==> config.mk <==
export PLATFORM = sky130hd
export DESIGN_NAME = shift_sequencer
export DESIGN_NICKNAME = d
export VERILOG_FILES = /design/src/rtl/shift_sequencer.sv
export SDC_FILE = /design/constraint.sdc
export NUM_CORES = 1
export LEC_CHECK = 0
export ABC_AREA = 0
export CAP_MARGIN = 40
export CELL_PAD_IN_SITES_DETAIL_PLACEMENT = 1
export CELL_PAD_IN_SITES_GLOBAL_PLACEMENT = 1
export CORE_UTILIZATION = 36
export CTS_BUF_LIST = sky130_fd_sc_hd__clkbuf_8
export DETAILED_ROUTE_END_ITERATION = 8
export PLACE_DENSITY = 0.87
export SLEW_MARGIN = 20
export SYNTH_ARGS = -nofsm -noshare
export SYNTH_HDL_FRONTEND = slang
export SYNTH_SLANG_ARGS = --single-unit
==> constraint.sdc <==
create_clock -name clk -period 2.8 [get_ports clk]
set_input_delay 0.7 -clock clk [delete_from_list [all_inputs] [get_ports clk]]
set_output_delay 0.7 -clock clk [all_outputs]
set_load 0.1 [all_outputs]
==> src/rtl/shift_sequencer.sv <==
`default_nettype none
// ============================================================================
// Module   : shift_sequencer
// Purpose  : Multi-bit logical shift controller placed in front of a
//            single-bit ALU shift unit. It accepts one command (operand,
//            direction, amount) and runs it as repeated 1-bit shifts. Each
//            registered unit output is fed back as the next operand.
// Ports    : clk / rst_n         - clock, asynchronous active-low reset
//            cmd_valid_i/ready_o - command handshake (accept on valid&ready)
//            cmd_data_i/dir_i/amt_i - operand, 0=right 1=left, amount in bits
//            sh_a_o/sh_b_o/sh_fun_o/sh_en_o - drive the shift unit
//            sh_out_i/sh_out_valid_i       - registered shift-unit result
//            res_data_o/res_valid_o        - final result, 1-cycle pulse
//            busy_o              - command in progress
// Revision : 1.0 - initial release
// ============================================================================
module shift_sequencer #(
  parameter int DATA_WIDTH    = 8,
  parameter int AMT_WIDTH     = 4,
  parameter int ALU_FUN_WIDTH = 2
) (
  input  logic                     clk,
  input  logic                     rst_n,
  input  logic                     cmd_valid_i,
  output logic                     cmd_ready_o,
  input  logic [DATA_WIDTH-1:0]    cmd_data_i,
  input  logic                     cmd_dir_i,
  input  logic [AMT_WIDTH-1:0]     cmd_amt_i,
  output logic [DATA_WIDTH-1:0]    sh_a_o,
  output logic [DATA_WIDTH-1:0]    sh_b_o,
  output logic [ALU_FUN_WIDTH-1:0] sh_fun_o,
  output logic                     sh_en_o,
  input  logic [DATA_WIDTH-1:0]    sh_out_i,
  input  logic                     sh_out_valid_i,
  output logic [DATA_WIDTH-1:0]    res_data_o,
  output logic                     res_valid_o,
  output logic                     busy_o
);

  // Counter must hold both any raw amount and the saturated value DATA_WIDTH.
  localparam int c_DW_BITS = $clog2(DATA_WIDTH + 1);
  localparam int c_CNT_W   = (AMT_WIDTH > c_DW_BITS) ? AMT_WIDTH : c_DW_BITS;
  localparam logic [c_CNT_W-1:0] c_DW_CNT = c_CNT_W'(DATA_WIDTH);

  typedef enum logic [1:0] {
    S_IDLE  = 2'd0,
    S_ISSUE = 2'd1,
    S_WAIT  = 2'd2,
    S_DONE  = 2'd3
  } state_t;

  state_t                   state_q;
  logic [DATA_WIDTH-1:0]    work_q;
  logic                     dir_q;
  logic [c_CNT_W-1:0]       remaining_q;
  logic [DATA_WIDTH-1:0]    res_data_q;
  logic                     res_valid_q;
  logic                     sh_en_q;
  logic [ALU_FUN_WIDTH-1:0] sh_fun_q;
  logic                     cmd_ready_q;
  logic                     busy_q;

  logic [c_CNT_W-1:0]       amt_ext;
  logic [c_CNT_W-1:0]       amt_sat;

  // Amounts at or beyond the operand width all produce zero, so they are
  // capped at DATA_WIDTH iterations.
  always_comb begin
    amt_ext = c_CNT_W'(cmd_amt_i);
    amt_sat = (amt_ext > c_DW_CNT) ? c_DW_CNT : amt_ext;
  end

  always_ff @(posedge clk or negedge rst_n) begin
    if (!rst_n) begin
      state_q     <= S_IDLE;
      work_q      <= '0;
      dir_q       <= 1'b0;
      remaining_q <= '0;
      res_data_q  <= '0;
      res_valid_q <= 1'b0;
      sh_en_q     <= 1'b0;
      sh_fun_q    <= '0;
      cmd_ready_q <= 1'b1;
      busy_q      <= 1'b0;
    end else begin
      case (state_q)
        S_IDLE: begin
          // cmd_ready_q is high throughout IDLE, so valid alone is the accept.
          if (cmd_valid_i) begin
            work_q      <= cmd_data_i;
            dir_q       <= cmd_dir_i;
            remaining_q <= amt_sat;
            cmd_ready_q <= 1'b0;
            busy_q      <= 1'b1;
            if (amt_sat == '0) begin
              res_data_q  <= cmd_data_i;
              res_valid_q <= 1'b1;
              state_q     <= S_DONE;
            end else begin
              sh_en_q  <= 1'b1;
              sh_fun_q <= ALU_FUN_WIDTH'(cmd_dir_i);
              state_q  <= S_ISSUE;
            end
          end
        end
        S_ISSUE: begin
          sh_en_q  <= 1'b0;
          sh_fun_q <= '0;
          state_q  <= S_WAIT;
        end
        S_WAIT: begin
          if (sh_out_valid_i) begin
            work_q      <= sh_out_i;
            remaining_q <= remaining_q - 1'b1;
            if (remaining_q == c_CNT_W'(1)) begin
              // Result is taken straight from the unit so it is valid
              // together with the completion pulse.
              res_data_q  <= sh_out_i;
              res_valid_q <= 1'b1;
              state_q     <= S_DONE;
            end else begin
              sh_en_q  <= 1'b1;
              sh_fun_q <= ALU_FUN_WIDTH'(dir_q);
              state_q  <= S_ISSUE;
            end
          end
        end
        S_DONE: begin
          res_valid_q <= 1'b0;
          cmd_ready_q <= 1'b1;
          busy_q      <= 1'b0;
          state_q     <= S_IDLE;
        end
        default: begin
          state_q <= S_IDLE;
        end
      endcase
    end
  end

  // sh_en_q is high exactly in ISSUE, so this keeps A at zero elsewhere.
  assign sh_a_o      = sh_en_q ? work_q : '0;
  assign sh_b_o      = '0;
  assign sh_fun_o    = sh_fun_q;
  assign sh_en_o     = sh_en_q;
  assign res_data_o  = res_data_q;
  assign res_valid_o = res_valid_q;
  assign cmd_ready_o = cmd_ready_q;
  assign busy_o      = busy_q;

endmodule
`default_nettype wire

Yosys cells after proc, flatten, opt, wreduce, memory -nomap -nowiden. Cells that the tools add are included. Widths: inputs -> output; s select.

Output and inout port bits: 30. Logic and storage cells: 72. Register bits after elaboration: 29.

Order comparisons: 1. Reduce and logical (&&, ||, !) cells: 13. Mux-type cells: 37. Add/subtract/negate cells: 1. Equal/unequal tests: 10.

Operators with widths (count): $mux 8 (7); $pmux 8 s2 (2); $mux 2 (8); $reduce_and 5->1 (3); $mux 4 (3); $ne 2x2->1 const B (6); $mux 1 (10); $pmux 2 s4 (1); $pmux 4 s2 (1); $pmux 1 s3 (2); $pmux 2 s3 (1); $reduce_and 2->1 (3); $reduce_bool 3->1 (2); $eq 2x2->1 const B (2); $eq 4x1->1 const B (1); $gt 4x4->1 const B (1); $logic_not 4->1 (1); $pmux 1 s2 (2); $reduce_bool 2->1 (2); $sub 4x1->4 const B (1); $reduce_and 3->1 (1); $eq 2x1->1 const B (1); $logic_not 2->1 (1).

Depth between registers and ports, before layout. Gate-level depths: netlist (run 1).

Word-level depth: 6. Depth in mapped cells: 8.

Worst setup path after synthesis (run 1). No wires, ideal clock.

Path kind: register -> output. From: register sh_en_q, in the netlist sh_en_o. To: output sh_a_o[0]. Arrival time: 1.848 ns. Path slack: 0.252 ns. Stages on the path, launching flop included: 2. Path buffers: 0. Cell sequence: dfrtp_1 -> and2_1.

Cells in the longest elaborated chain, start to end: 1.

RTL lines: start, declared (RTL line 58) `logic sh_en_q;`; start signal, assigned (RTL line 81) `sh_en_q <= 1'b0;`; start signal, assigned (RTL line 100) `sh_en_q <= 1'b1;`; start signal, assigned (RTL line 107) `sh_en_q <= 1'b0;`; $mux 8 (RTL line 142) `assign sh_a_o = sh_en_q ? work_q : '0;`; end, declared (RTL line 29) `output logic [DATA_WIDTH-1:0] sh_a_o,`.

Every way passes these cells.

Worst setup path after layout (run 1).
From: input cmd_amt_i[3]. To: register res_valid_q, in the netlist res_valid_o.

Cells in the longest elaborated chain, start to end: 5.

RTL lines: start, declared (RTL line 28) `input logic [AMT_WIDTH-1:0] cmd_amt_i,`; $gt 4x4->1 (RTL line 70) `amt_sat = (amt_ext > c_DW_CNT) ? c_DW_CNT : amt_ext;`; $mux 4 * (RTL line 70); $logic_not 4->1 * (RTL line 95) `if (amt_sat == '0) begin`; $ne 2x2->1 (no line) *; $reduce_and 5->1 (no line) *; end signal, assigned (RTL line 80) `res_valid_q <= 1'b0;`; end signal, assigned (RTL line 97) `res_valid_q <= 1'b1;`; end signal, assigned (RTL line 119) `res_valid_q <= 1'b1;`; end, declared (RTL line 57) `logic res_valid_q;`.

Every way passes the cells marked *; elsewhere a longest branch is shown, timed or not. A chain may end at the register's enable or synchronous reset.

==> results of run 1 <==
placed cells by master (no fill, tap or decap), types with 3 or more instances in the layout:
cell type        count
dfrtp_1             27
ha_1                 6
o21ai_0              4
buf_4               25
a21oi_1              4
mux2_2              24
nor2_1               6
inv_1               10
nand2_1              7
clkbuf_8             3
clkdlybuf4s50_1     24
conb_1               9
mux2i_1              5
and2_1               8
synthesized netlist by cell type:
| cell | number |
|---|---|
| a21o_1 | 2 |
| a21oi_1 | 4 |
| a221oi_1 | 1 |
| a221oi_2 | 1 |
| a22oi_4 | 1 |
| a31o_2 | 1 |
| and2_1 | 8 |
| and2b_1 | 1 |
| buf_2 | 2 |
| buf_4 | 10 |
| clkbuf_1 | 1 |
| conb_1 | 1 |
| dfrtp_1 | 27 |
| dfstp_2 | 1 |
| ha_1 | 6 |
| inv_1 | 9 |
| mux2_2 | 24 |
| mux2_4 | 1 |
| mux2i_1 | 5 |
| nand2_1 | 7 |
| nand2_4 | 1 |
| nand2b_1 | 1 |
| nand3_1 | 2 |
| nor2_1 | 6 |
| nor2b_1 | 2 |
| nor3_1 | 2 |
| nor3_4 | 1 |
| nor3b_1 | 2 |
| o211ai_1 | 2 |
| o21ai_0 | 4 |
| o31ai_1 | 1 |
| or2_2 | 2 |
| or3b_2 | 1 |
| or4_4 | 1 |
logic make-up (layout without fill, tap and decap cells):
group,Yosys count,in the layout
muxes,30,30
DFF,28,28
AOI/OAI and AO/OA,17,17
and+or+nand+nor,37,37
buffers and inverters,22,62
adders and majority gates,6,6
other,1,9
layer usage:
metal | part of all wire, % | global-route usage, % | up-vias
met5 | 0 | 0 | -
met4 | 1.1 | 5.21 | 0
met3 | 4.3 | 2.83 | 6
met2 | 56 | 37.5 | 43
met1 | 38 | 20.0 | 596
li1 | - | - | 559
through the flow:
stage | hold slack (ns) | util [%]
floorplan | 0.404 | -
global placement | 0.472 | 49.1
global route | 0.542 | 50.2
detailed placement | 0.492 | 49.1
finish | 0.512 | 50.2
CTS | 0.517 | 50.2
state kept, by name, indices dropped and copies added (netlist names):
| register | cells |
|---|---|
| res_valid_o | 1 |
| remaining_q | 4 |
| busy_o | 1 |
| dir_q | 1 |
| sh_fun_o | 1 |
| work_q | 8 |
| cmd_ready_o | 1 |
| sh_en_o | 1 |
| res_data_o | 8 |
| state_q | 2 |
area by class of cell:
cell class	instances	area (sq um)	share of cell area, %
well taps	50	62.6	3.03
repair buffers	49	428	20.7
clock inverters	1	3.75	0.182
flip-flops and latches	28	702	34.0
inverters	9	33.8	1.63
multi-input cells	99	796	38.5
clock buffers	3	41.3	2.00
worst paths after layout:
check	slack (ns)	startpoint	to
max in group asynchronous	1.69	rst_n	cmd_ready_o
min in group asynchronous	0.80	rst_n	work_q[5]
hold / removal	0.51	dir_q	dir_q
hold reg to reg	0.51	dir_q	dir_q
setup reg to reg	0.69	state_q[0]	work_q[2]
setup / recovery	0.49	cmd_amt_i[3]	res_valid_o
worst max-delay path, cell delays in order:
cell and delay, ns:
clkdlybuf4s50_1 0.46, or4_4 0.60, a22oi_4 0.25, nor3b_1 0.29, mux2i_1 0.21
==> impl_metrics.ini, run 1 <==
[global_route]
grt_max_degree = 29
grt_pass1_wl_um = 6350
grt_pass1_vias = 1355
antenna_found_initial = 0
grt_use_total_pct = 18.8
grt-ovfl-total = 0

[synthesis]
synth_compound_area_share_pct = 8.26
synthXorXnorAreaFrac_pct = 0
yosysSeqAreaShare_pct = 44.1
synth_top_cell_area_share_pct = 42.5
synth-simple-area-share_pct = 13.8
netlist_instances = 141
synthAdderAreaFrac_pct = 4.72
avgSynthCellArea_sq_um = 11.3
synth-seq-cells = 28
yosys-mux-area-fraction_pct = 21.1
netlist_area_sq_mm = 0.00159
synth_top_family_by_area = multiplexers
yosys.area.top_type = dfrtp_1
ys_types = 34
synth_area_leaders = dfrtp_1 42%, mux2_2 17%, buf_4 4.7%
yosys_warnings = 0

[floorplanning]
start_util_pct = 38.6
die_area_sq_mm = 0.00469
rows = 23
coreArea_sq_mm = 0.00412
die_y_um = 68.5
die_w_um = 68.5
io_pins = 55

[cts]
clock_sinks = 28
post_cts_resized = 0
cts_tree = built
post_cts_buffers = 0
ctsHtreeMaxLevel = 1
clk_latency_ns = 0.27
numCtsBuffers = 3
clock_path_buffers = 2
cts.hold.buffers_added = 0
path_clk_slew_ns = 0.09
cts_root_buf = clkbuf_8

[critical_path]
required_ns = 3.00
cp-end-kind = register
rr_worst_depth = 6
critPathMaxFanout = 4
arrival_ns = 2.51
start_kind = input port
path_class = in -> reg

[timing]
drv_slew = 0
setup_slack_ns = 0.494
setup_viol = 0
totalNegativeSetupSlack_ns = 0
fmax_ghz = 0.434
rsz0062_at_grt = false
period_share_pct = 82.4
period_needed_ns = 2.31
hold_violations = 0
finClkSkew_ns = 0.00503

[place]
finalWeightedCongestion = 0.729
pre_cts_slack_ns = 0.208
place_area_sq_mm = 0.00202
dp.cells = 235
portBuffers = 45
place_hpwl_um = 3150

[finish]
instances_no_fill = 239
fill_cells = 480
drive_gt1_share_pct = 33.3
n_antenna_cell = 0
nNetsFinal = 221
stdcell_area_sq_mm = 0.00207
area.growth.synth_to_final_pct = 30.0

[routing]
vias = 1204
dr.pass1.iters = 3
vias_per_cell = 5.04
drt_iter0_markers = 43
routedWlPerCell_um = 16.4
drt_wl_total_um = 3920
postRouteAntennaNets = 0
drcViolationCount = 0

[run]
max_cap_viol_count = 0

[run_status]
status = complete, no violations

[worst_hold_path]
hold_class = reg -> reg
hold_depth = 2
Power of run 1 is left out: the tool's default activity adds up to more than one toggle a clock period on the data nets, which glitch-free logic cannot reach.
==> run 2: changes to the inputs <==
- CORE_UTILIZATION: 36 -> 32
- PLACE_DENSITY: 0.87 -> 0.82
- clock period: 2.8 -> 1.9 ns (I/O delays scaled with it)
==> run 2 against run 1 <==
Net effect: sequential share of layout area fell by 5.7 points; hold slack got worse by 0.013 ns; final cell count rose by 13%; utilization rose by 2.2 points; cell area rose by 21%; clock skew fell by 0.0036 ns; critical endpoint is now remaining_q[0]; largest cell class unchanged.
==> impl_metrics.ini, run 2 (same netlist as run 1, synthesis figures left out) <==
[cts]
clock_sinks = 28
cts.hold.buffers_added = 0
cts_root_buf = clkbuf_8
ctsHtreeMaxLevel = 1
path_clk_slew_ns = 0.09
clock_path_buffers = 2
clk_latency_ns = 0.27
numCtsBuffers = 3
cts_tree = built

[finish]
final_common_cell = dfrtp_1
multi_input_area_sq_um = 821
area.growth.synth_to_final_pct = 56.7
seqCellArea_sq_um = 703
n_antenna_cell = 0
nNetsFinal = 234
drive_gt1_share_pct = 44.1
fill_cells = 519
layout_common_cells = 26 x dfrtp_1, 24 x mux2_2, 21 x clkdlybuf4s50_1, 21 x buf_12, 14 x buf_4

[global_route]
grt_use_total_pct = 15.6
grt_pass1_wl_um = 6180
grt_max_degree = 29
grt-ovfl-total = 0
antenna_found_initial = 0
grt_pass1_vias = 1268

[routing]
routedWlPerCell_um = 14.3
vias = 1215
top_layer = met4
wl_met3_um = 255
met1_length_um = 1620
drt_iter0_markers = 37
vias_per_cell = 4.52
postRouteAntennaNets = 0
drcViolationCount = 0
wl_met2_um = 1910
drt_wl_total_um = 3840
dr.pass1.iters = 4

[run_status]
status = complete, no violations

[timing]
drv_slew = 0
finClkSkew_ns = 0.00140
setup_slack_ns = 0.0481
period_share_pct = 97.5
period_needed_ns = 1.85
setup_viol = 0
hold_violations = 0
fmax_ghz = 0.540

[critical_path]
path_class = reg -> reg
start_kind = register
required_ns = 2.07
critPathMaxFanout = 6
cp-end-kind = register
path_cells = inv_1 -> ha_1 -> nor2_1 -> nor3_4 -> buf_4 -> buf_6 -> buf_4 -> a31o_2
crit_path_frequent_cell = buf_4
critPathSlowestCell = dfrtp_1
arrival_ns = 2.02
max_stage_delay_ns = 0.41

[place]
pre_cts_slack_ns = -0.392
portBuffers = 45
place_hpwl_um = 2980
finalWeightedCongestion = 0.711

[floorplanning]
start_util_pct = 33.4
die_y_um = 72.5
die_w_um = 72.5
rows = 25
io_pins = 55
die_area_sq_mm = 0.00526
coreArea_sq_mm = 0.00475

[run]
max_cap_viol_count = 0

[worst_hold_path]
hold_class = reg -> reg
run 2: cell types whose count changed in the layout (fill, tap and decap cells not counted), moves of 2 or more:
cell             before  now
and2_1                8    0
and2_2                0    8
buf_12                0   21
buf_4                25   14
buf_6                 0    3
clkdlybuf4s50_1      24   21
dlygate4sd2_1         0    3
nor2b_1               2    0
run 2: final timing paths:
kind | startpoint | to | slack, ns | cells after the start
max | state_q[1] | remaining_q[0] | 0.05 | 8
min | dir_q | dir_q | 0.50 | 2
max reg2reg | state_q[1] | remaining_q[0] | 0.05 | 8
min reg2reg | dir_q | dir_q | 0.50 | 2
max in group asynchronous | rst_n | cmd_ready_o | 1.02 | 2
min in group asynchronous | rst_n | dir_q | 0.57 | 2
run 2: worst max-delay path: cells and delay by family, from the launching register on:
kind                     cells  cell delay (ns)
AND/OR/NAND/NOR              2             0.32
buffers and inverters        4             0.55
adder cells (fa/ha/maj)      1             0.24
AO/OA/AOI/OAI                1             0.23
flip-flops                   1             0.41
run 2: repair_timing:
item	in CTS	in global routing
pin swaps	3	2
setup endpoints to repair	15	21
resized for setup	4	4
buffers inserted	0	3
run 2: area by class of cell:
| class | count | share of cell area [%] |
|---|---|---|
| Tap cell | 67 | 3.36 |
| Timing Repair Buffer | 62 | 31.9 |
| Multi-Input combinational cell | 99 | 32.9 |
| Sequential cell | 28 | 28.2 |
| Clock buffer | 4 | 2.21 |
| Inverter | 9 | 1.36 |
run 2: metal layers:
metal	vias up	GRT usage (%)
met1	584	18.9
li1	590	-
met2	36	25.5
met5	-	0
met3	5	5.69
met4	0	5.88
run 2: per-stage QoR:
stage               hold WS [ns]  std cells  cell area, sq um  setup TNS (ns)  utilization, %
floorplan                  0.179        149              1650               0               -
global placement           0.465        262              2400           -4.84            50.5
detailed placement         0.483        262              2400           -5.36            50.5
CTS                        0.506        266              2460               0            51.7
global route               0.536        269              2490          -0.111            52.4
finish                     0.499        269              2490               0            52.4
Power of run 2 is left out for the same reason.
